$ cat src/rtl/uart_pkg.sv
// Shared UART definitions: default character width, ASCII codes, status-register layout.
package uart_pkg;

  localparam int UART_DWIDTH = 8;

  localparam logic [7:0] ASCII_LF = 8'h0A;
  localparam logic [7:0] ASCII_CR = 8'h0D;

  // Bit positions inside the memory-mapped TX status register.
  localparam int STAT_EMPTY_BIT    = 0;
  localparam int STAT_FULL_BIT     = 1;
  localparam int STAT_OVERFLOW_BIT = 2;
  localparam int STAT_COUNT_LSB    = 8;

  // Release state of the TX FIFO output; derived every cycle, never stored.
  typedef enum logic {
    REL_HOLD    = 1'b0,
    REL_RELEASE = 1'b1
  } rel_state_e;

  // Assemble a 32-bit status word from the FIFO flags and an occupancy count.
  function automatic logic [31:0] pack_status(input logic       empty,
                                              input logic       full,
                                              input logic       overflow,
                                              input logic [7:0] cnt);
    logic [31:0] s;
    s                                       = '0;
    s[STAT_EMPTY_BIT]                       = empty;
    s[STAT_FULL_BIT]                        = full;
    s[STAT_OVERFLOW_BIT]                    = overflow;
    s[STAT_COUNT_LSB +: 8]                  = cnt;
    return s;
  endfunction

endpackage

$ cat src/rtl/uart_fifo_mem.sv
// Register-array storage for the TX FIFO: synchronous write, asynchronous read.
module uart_fifo_mem
  import uart_pkg::*;
#(
  parameter int DWIDTH = UART_DWIDTH,
  parameter int DEPTH  = 16
) (
  input  logic                     clk,
  input  logic                     we,
  input  logic [$clog2(DEPTH)-1:0] waddr,
  input  logic [DWIDTH-1:0]        wdata,
  input  logic [$clog2(DEPTH)-1:0] raddr,
  output logic [DWIDTH-1:0]        rdata
);

  logic [DWIDTH-1:0] mem_q [DEPTH];

  // Write port: contents carry no reset, only pointers define validity.
  always_ff @(posedge clk) begin
    if (we) begin
      mem_q[waddr] <= wdata;
    end
  end

  // Read port is combinational so the head entry falls through immediately.
  always_comb begin
    rdata = mem_q[raddr];
  end

endmodule

$ cat src/rtl/uart_tx_fifo.sv
// Character FIFO between the core store path and the UART transmitter,
// with optional line-buffered release and sticky overflow status.
module uart_tx_fifo
  import uart_pkg::*;
#(
  parameter int                DWIDTH  = UART_DWIDTH,
  parameter int                DEPTH   = 16,
  parameter logic [DWIDTH-1:0] LF_CODE = DWIDTH'(ASCII_LF)
) (
  input  logic                     uart_clk,
  input  logic                     uart_rst,
  input  logic [DWIDTH-1:0]        wr_data,
  input  logic                     wr_valid,
  output logic                     wr_ready,
  input  logic                     flush,
  input  logic                     line_mode,
  output logic [DWIDTH-1:0]        core_txdata,
  output logic                     core_txvalid,
  input  logic                     tx_ready,
  output logic [$clog2(DEPTH):0]   count,
  output logic                     full,
  output logic                     empty,
  output logic                     overflow
);

  localparam int AW    = $clog2(DEPTH);
  localparam int PTR_W = AW + 1;

  logic [PTR_W-1:0] wr_ptr_q, wr_ptr_d;
  logic [PTR_W-1:0] rd_ptr_q, rd_ptr_d;
  logic [PTR_W-1:0] nl_pending_q, nl_pending_d;
  logic             overflow_q, overflow_d;

  logic             push;
  logic             pop;
  logic             push_lf;
  logic             pop_lf;
  logic             mem_we;
  rel_state_e       rel_state;

  uart_fifo_mem #(
    .DWIDTH (DWIDTH),
    .DEPTH  (DEPTH)
  ) u_mem (
    .clk   (uart_clk),
    .we    (mem_we),
    .waddr (wr_ptr_q[AW-1:0]),
    .wdata (wr_data),
    .raddr (rd_ptr_q[AW-1:0]),
    .rdata (core_txdata)
  );

  // Occupancy flags from the pointers; the extra MSB separates full from empty.
  always_comb begin
    empty    = (wr_ptr_q == rd_ptr_q);
    full     = (wr_ptr_q[AW-1:0] == rd_ptr_q[AW-1:0]) && (wr_ptr_q[AW] != rd_ptr_q[AW]);
    count    = wr_ptr_q - rd_ptr_q;
    overflow = overflow_q;
    wr_ready = !full;
  end

  // Release decision: hold partial lines in line mode, but a full FIFO always drains.
  always_comb begin
    rel_state = REL_RELEASE;
    if (line_mode && (nl_pending_q == '0) && !full) begin
      rel_state = REL_HOLD;
    end
    core_txvalid = !empty && (rel_state == REL_RELEASE);
  end

  // Handshake qualification; flush suppresses any same-cycle transfer.
  always_comb begin
    push    = wr_valid && !full;
    pop     = core_txvalid && tx_ready;
    push_lf = push && (wr_data == LF_CODE);
    pop_lf  = pop && (core_txdata == LF_CODE);
    mem_we  = push && !flush;
  end

  // Next-state for pointers, pending-line counter and sticky overflow.
  always_comb begin
    wr_ptr_d     = wr_ptr_q;
    rd_ptr_d     = rd_ptr_q;
    nl_pending_d = nl_pending_q;
    overflow_d   = overflow_q;
    if (flush) begin
      wr_ptr_d     = '0;
      rd_ptr_d     = '0;
      nl_pending_d = '0;
      overflow_d   = 1'b0;
    end else begin
      if (push) begin
        wr_ptr_d = wr_ptr_q + PTR_W'(1);
      end
      if (pop) begin
        rd_ptr_d = rd_ptr_q + PTR_W'(1);
      end
      if (wr_valid && full) begin
        overflow_d = 1'b1;
      end
      case ({push_lf, pop_lf})
        2'b10:   nl_pending_d = nl_pending_q + PTR_W'(1);
        2'b01:   nl_pending_d = nl_pending_q - PTR_W'(1);
        default: nl_pending_d = nl_pending_q;
      endcase
    end
  end

  // Control state register with synchronous reset.
  always_ff @(posedge uart_clk) begin
    if (uart_rst) begin
      wr_ptr_q     <= '0;
      rd_ptr_q     <= '0;
      nl_pending_q <= '0;
      overflow_q   <= 1'b0;
    end else begin
      wr_ptr_q     <= wr_ptr_d;
      rd_ptr_q     <= rd_ptr_d;
      nl_pending_q <= nl_pending_d;
      overflow_q   <= overflow_d;
    end
  end

endmodule

$ cat config.mk
export PLATFORM = sky130hd
export DESIGN_NAME = uart_tx_fifo
export DESIGN_NICKNAME = d
export VERILOG_FILES = /design/src/rtl/uart_pkg.sv /design/src/rtl/uart_fifo_mem.sv /design/src/rtl/uart_tx_fifo.sv
export SDC_FILE = /design/constraint.sdc
export NUM_CORES = 1
export LEC_CHECK = 0
export BUFFER_PORTS_ARGS = -buffer_cell sky130_fd_sc_hd__buf_2
export CORE_MARGIN = 2
export CORE_UTILIZATION = 60
export CTS_BUF_LIST = sky130_fd_sc_hd__clkbuf_16
export CTS_CLUSTER_DIAMETER = 100
export CTS_CLUSTER_SIZE = 20
export DETAILED_ROUTE_END_ITERATION = 10
export PLACE_DENSITY = 0.8
export SLEW_MARGIN = 20
export SYNTH_ARGS = -nofsm -noshare
export SYNTH_HDL_FRONTEND = slang
export SYNTH_SLANG_ARGS = --single-unit
$ cat constraint.sdc
create_clock -name uart_clk -period 3.7 [get_ports uart_clk]
set_input_delay 0.555 -clock uart_clk [delete_from_list [all_inputs] [get_ports uart_clk]]
set_output_delay 0.555 -clock uart_clk [all_outputs]
set_load 0.005 [all_outputs]
==> impl_metrics.json, run 1 <==
{
  "cap_violations": 0,
  "layout.nets": 444,
  "p_total_w": 0.00358,
  "clock_path_buffers": 2,
  "synthToLayoutAreaGrowth_pct": 17.6,
  "synth_edf_count": 128,
  "clkTransAtPathRegs_ps": 60,
  "multi_input_area_mm2": 0.00174,
  "die_h_um": 105,
  "gr-total-overflow": 0,
  "core_area_mm2": 0.00982,
  "dieArea_mm2": 0.0110,
  "synthTopCellsByCount": "128 x edfxtp_1, 34 x nor2_1, 28 x mux4_2",
  "clk_latency_ps": 420,
  "wl_per_cell_um": 23.0,
  "post_cts_buffers": 0,
  "clock.fmax_mhz": 280,
  "finalHoldViolations": 0,
  "cts_root_buffer": "clkbuf_16",
  "viasPerCell": 6.17,
  "ant_nets": 0,
  "netlist_area_mm2": 0.00610,
  "cts.sink_count": 148,
  "ioPinCount": 32,
  "antenna_found_initial": 0,
  "p_leak_nw": 2.49,
  "drcViolationCount": 0,
  "grtUsageTotal_pct": 25.4,
  "first_iter_violations": 467,
  "crit_arrival_ps": 3920,
  "hold_buffers": 0,
  "status": "finished, final reports clean",
  "fin_crit_sh_pct": 96.5,
  "critical_path_class": "register to register",
  "die_w_um": 105,
  "grt_start_max_net_pins": 26,
  "powerDensity_mw_per_mm2": 499,
  "layout-drive-gt1-share_pct": 28.3,
  "crit_top_cell": "ha_1",
  "synthCells": 356,
  "setup_viol": 0,
  "crit_family": "multiplexers",
  "fin_skew_ps": 5.95,
  "synth-seq-cells": 148,
  "synth_nets": 385,
  "first_global_vias": 3376,
  "crit_slowest_cell": "mux4_1",
  "stdcell_count": 561,
  "place_congestion": 0.840,
  "cp_cell_sequence": "mux4_1 > mux4_2 > nor4b_4 > and4_4 > ha_1 > ha_1 > a21o_1 > a21oi_2 > xor2_1 > or3_1 > a21oi_1",
  "cts-htree-levels": 4,
  "dr_total_vias": 3460,
  "synth_top_cells_by_area": "edfxtp_1 63%, mux4_2 10%, dfxtp_1 6.6%",
  "hp-class": "input port to register",
  "syn_avg_cell_area_um2": 17.1,
  "initial_utilization_pct": 62.1,
  "crit_required_ps": 4050,
  "placedCellCount": 529,
  "slowest_delay_ps": 580,
  "worst_pin_slew_ps": 1000,
  "ys_seq_area_share_pct": 69.6,
  "grt_pass1_wl_mm": 19.8,
  "drt_pass1_iterations": 5,
  "worstPathMaxFanout": 6,
  "ir_worst_vdd_mv": 0.337,
  "slew_viol_final": 0,
  "dp_hpwl_mm": 8.42,
  "port_buffers": 31,
  "cts_buffers": 17,
  "ys_async_sr_fraction_pct": 0,
  "synth.top_cell.area_share_pct": 63.1,
  "cts_tree": "yes",
  "synth_area_leader_cell": "edfxtp_1",
  "synth.most_common_cell": "edfxtp_1",
  "antennaDiodeCount": 0,
  "wl_mm": 12.9,
  "crit_buf_inv": 0,
  "synthFlopType": "edfxtp_1",
  "cp-start-kind": "register",
  "end_kind": "register",
  "rows": 36,
  "fill_cells": 606,
  "ys_types": 40,
  "ff_latch_area_mm2": 0.00425,
  "slew_headroom_pct": 32.9,
  "min_period_ps": 3570,
  "yosys_warnings": 0,
  "rsz0062_at_grt": "no"
}
flip-flops by register name (all words and copies together), names as in the netlist, named ones only:
register	flops
u_mem.mem_q	128
nl_pending_q	5
overflow	1
wr_ptr_q	5
rd_ptr_q	5
layout make-up:
type | count | share of cell area [%]
Clock buffer | 20 | 6.98
Clock inverter | 12 | 1.24
Inverter | 13 | 0.681
Multi-Input combinational cell | 180 | 24.3
Sequential cell | 148 | 59.3
Tap cell | 133 | 2.32
Timing Repair Buffer | 55 | 5.20
per-layer routing:
| metal | up-vias | routed length (um) | global-route usage, % | share of wire (%) |
|---|---|---|---|---|
| met1 | 1728 | 4820 | 34.6 | 37 |
| met5 | - | 0 | 0 | 0 |
| met4 | 0 | 281 | 9.33 | 2.2 |
| met2 | 198 | 6570 | 39.1 | 51 |
| li1 | 1505 | - | - | - |
| met3 | 29 | 1230 | 7.67 | 9.5 |
report_power, final:
group          internal (W)  switching, W  leakage (nW)
sequential          0.00182    0.00000433          1.32
combinational     0.0000421     0.0000619         0.882
clock              0.000981      0.000674         0.287
total               0.00284      0.000740          2.48
worst min-delay path, delay by kind of cell:
kind	cells	cell delay, ps
simple gates	1	70
compound gates	1	50
buf+inv	1	90
cells by family after synthesis:
logic type | synth area share [%]
flip-flops | 69.6
AND/OR/NAND/NOR | 7.00
multiplexers | 13.2
AO/OA/AOI/OAI | 2.81
buffers and inverters | 2.05
adder cells (fa/ha/maj) | 3.33
XOR/XNOR | 2.01
placed cells by master (no fill, tap or decap), types with 9 or more instances in the layout:
master	instances
xnor2_1	9
clkbuf_16	20
nor2_1	34
buf_4	21
edfxtp_1	128
mux4_2	28
a21oi_1	10
nand2_1	12
buf_2	31
ha_1	13
dfxtp_1	18
nand3_1	9
inv_1	13
path summary, 6_finish.rpt:
kind | to | slack (ps) | cells past startpoint | startpoint
worst max register to register | nl_pending_q[4] | 130 | 11 | register
worst min register to register | overflow | 480 | 2 | overflow
worst min-delay path | overflow | 380 | 3 | wr_valid
worst max-delay path | nl_pending_q[4] | 130 | 11 | register
through the flow:
| stage | utilization [%] | setup TNS [ps] | hold slack (ps) | setup WS, ps | cell area, um2 |
|---|---|---|---|---|---|
| 5_1_grt | 73.0 | 0 | 391 | 10.1 | 7170 |
| 2_1_floorplan | - | 0 | 453 | 361 | 6100 |
| 3_3_place_gp | 66.8 | 0 | 447 | 97.1 | 6560 |
| 6_report | 73.0 | 0 | 378 | 129 | 7170 |
| 4_1_cts | 72.8 | 0 | 373 | 38.8 | 7150 |
| 3_5_place_dp | 66.8 | -49.2 | 477 | -49.2 | 6560 |
timing repair:
item                       in CTS  in global routing
gates resized for setup         1                  5
cloned                          0                  0
pin swaps                       0                  2
setup endpoints to repair       1                  1
No activity file was read; power rests on OpenSTA's default activity.
==> run 2: changes to the inputs <==
CTS_BUF_LIST = sky130_fd_sc_hd__clkbuf_8   (was sky130_fd_sc_hd__clkbuf_16)
==> impl_metrics.json, run 2 (same netlist as run 1, synthesis figures left out) <==
{
  "status": "finished, final reports clean",
  "viasPerCell": 6.04,
  "dr_total_vias": 3405,
  "slew_viol_final": 0,
  "ant_nets": 0,
  "grt_start_max_net_pins": 26,
  "hold_buffers": 0,
  "clock_path_buffers": 2,
  "core_area_mm2": 0.00982,
  "crit_arrival_ps": 3920,
  "critical_path_class": "register to register",
  "slowest_delay_ps": 570,
  "multi_input_area_mm2": 0.00173,
  "antenna_found_initial": 0,
  "holdWs_ps": 351,
  "cp_cell_sequence": "mux4_2 > mux4_2 > nor4b_4 > and4_4 > ha_1 > ha_1 > a21o_1 > a21oi_2 > xor2_1 > or3_1 > a21oi_1",
  "grt_pass1_wl_mm": 18.9,
  "wl_per_cell_um": 22.0,
  "grtUsageTotal_pct": 24.0,
  "worst_pin_slew_ps": 959,
  "cts_tree": "yes",
  "final_cell_mix": "128 x edfxtp_1, 34 x nor2_1, 31 x mux4_2, 31 x buf_2, 23 x buf_4",
  "port_buffers": 31,
  "hold_start": "wr_valid",
  "dp_hpwl_mm": 8.42,
  "largest-register": "u_mem.mem_q",
  "layout-drive-gt1-share_pct": 29.8,
  "initial_utilization_pct": 62.1,
  "first_global_vias": 3364,
  "layout.nets": 446,
  "wl_mm": 12.4,
  "synthToLayoutAreaGrowth_pct": 15.0,
  "ff_latch_area_mm2": 0.00425,
  "cap_violations": 0,
  "die_w_um": 105,
  "clock.fmax_mhz": 282,
  "p_leak_nw": 2.41,
  "crit_buf_inv": 0,
  "cts-htree-levels": 4,
  "tns_ps": 0,
  "worstPathMaxFanout": 9,
  "rr_worst_depth": 11,
  "slew_headroom_pct": 35.8,
  "finalHoldViolations": 0,
  "ir_worst_vdd_mv": 0.211,
  "gr-total-overflow": 0,
  "fill_cells": 627,
  "rows": 36,
  "powerDensity_mw_per_mm2": 459,
  "layout_commonest_cell": "edfxtp_1",
  "dieArea_mm2": 0.0110,
  "setup_viol": 0,
  "first_iter_violations": 368,
  "crit_family": "multiplexers",
  "cts_root_buffer": "clkbuf_8",
  "place_congestion": 0.840,
  "fin_crit_sh_pct": 95.9,
  "hp-class": "input port to register",
  "clk_latency_ps": 450,
  "drcViolationCount": 0,
  "worst-path-stages": 11,
  "clkTransAtPathRegs_ps": 80,
  "holdPathStages": 3,
  "largest_reg_flops": 128,
  "crit_required_ps": 4080,
  "crit_slowest_cell": "dfxtp_1",
  "final_util_pct": 71.4,
  "drt_pass1_iterations": 5,
  "min_period_ps": 3550,
  "fin_skew_ps": 8.85,
  "cts.sink_count": 148,
  "cts_buffers": 17,
  "ioPinCount": 32,
  "die_h_um": 105,
  "cp-start-kind": "register",
  "end_kind": "register"
}
-- run 2: tightest hold or removal path, stage by stage --
cell and delay [ps]:
buf_2 90, a21oi_1 50, nor2_1 70
-- run 2: metal layers --
metal | vias to the layer above | GRT usage (%) | share of wire (%)
met5 | - | 0 | 0
met4 | 0 | 8.48 | 2.1
met3 | 27 | 7.17 | 7.7
met2 | 158 | 37.5 | 50
met1 | 1711 | 32.5 | 40
li1 | 1509 | - | -
-- run 2: what timing repair did --
| item | 4_1_cts | 5_1_grt |
|---|---|---|
| gates cloned | 0 | 0 |
| endpoints found under the hold margin | 0 | 0 |
| gates resized for setup | 1 | 9 |
| endpoints found under the setup margin | 1 | 1 |
| setup buffers | 0 | 2 |
| pin swaps | 0 | 2 |
-- run 2: area by class of cell --
type                            count  area share, %
Antenna cell                        1         0.0357
Clock buffer                       18           3.53
Clock inverter                     14           2.50
Inverter                           13          0.696
Multi-Input combinational cell    180           24.7
Sequential cell                   148           60.6
Tap cell                          133           2.37
Timing Repair Buffer               57           5.53
-- run 2: metrics by stage --
stage          total power [W]  worst slack (ps)  std cells  area (um2)
2_1_floorplan          0.00191               361        356        6100
3_3_place_gp           0.00196              97.1        529        6560
3_5_place_dp           0.00196             -49.2        529        6560
4_1_cts                0.00324              17.8        561        6980
5_1_grt                0.00333             -6.91        563        7010
6_report               0.00322               152        564        7010
-- run 2: power by group --
part	leakage [nW]	total [W]	switching (W)	internal, W
clock	0.210	0.00130	0.000607	0.000691
sequential	1.32	0.00182	0.00000426	0.00181
combinational	0.882	0.000105	0.0000620	0.0000430
total	2.41	0.00322	0.000673	0.00255
-- run 2: final timing paths --
path | to | slack (ps)
max | nl_pending_q[4] | 150
min | overflow | 350
max reg2reg | nl_pending_q[4] | 150
min reg2reg | overflow | 490
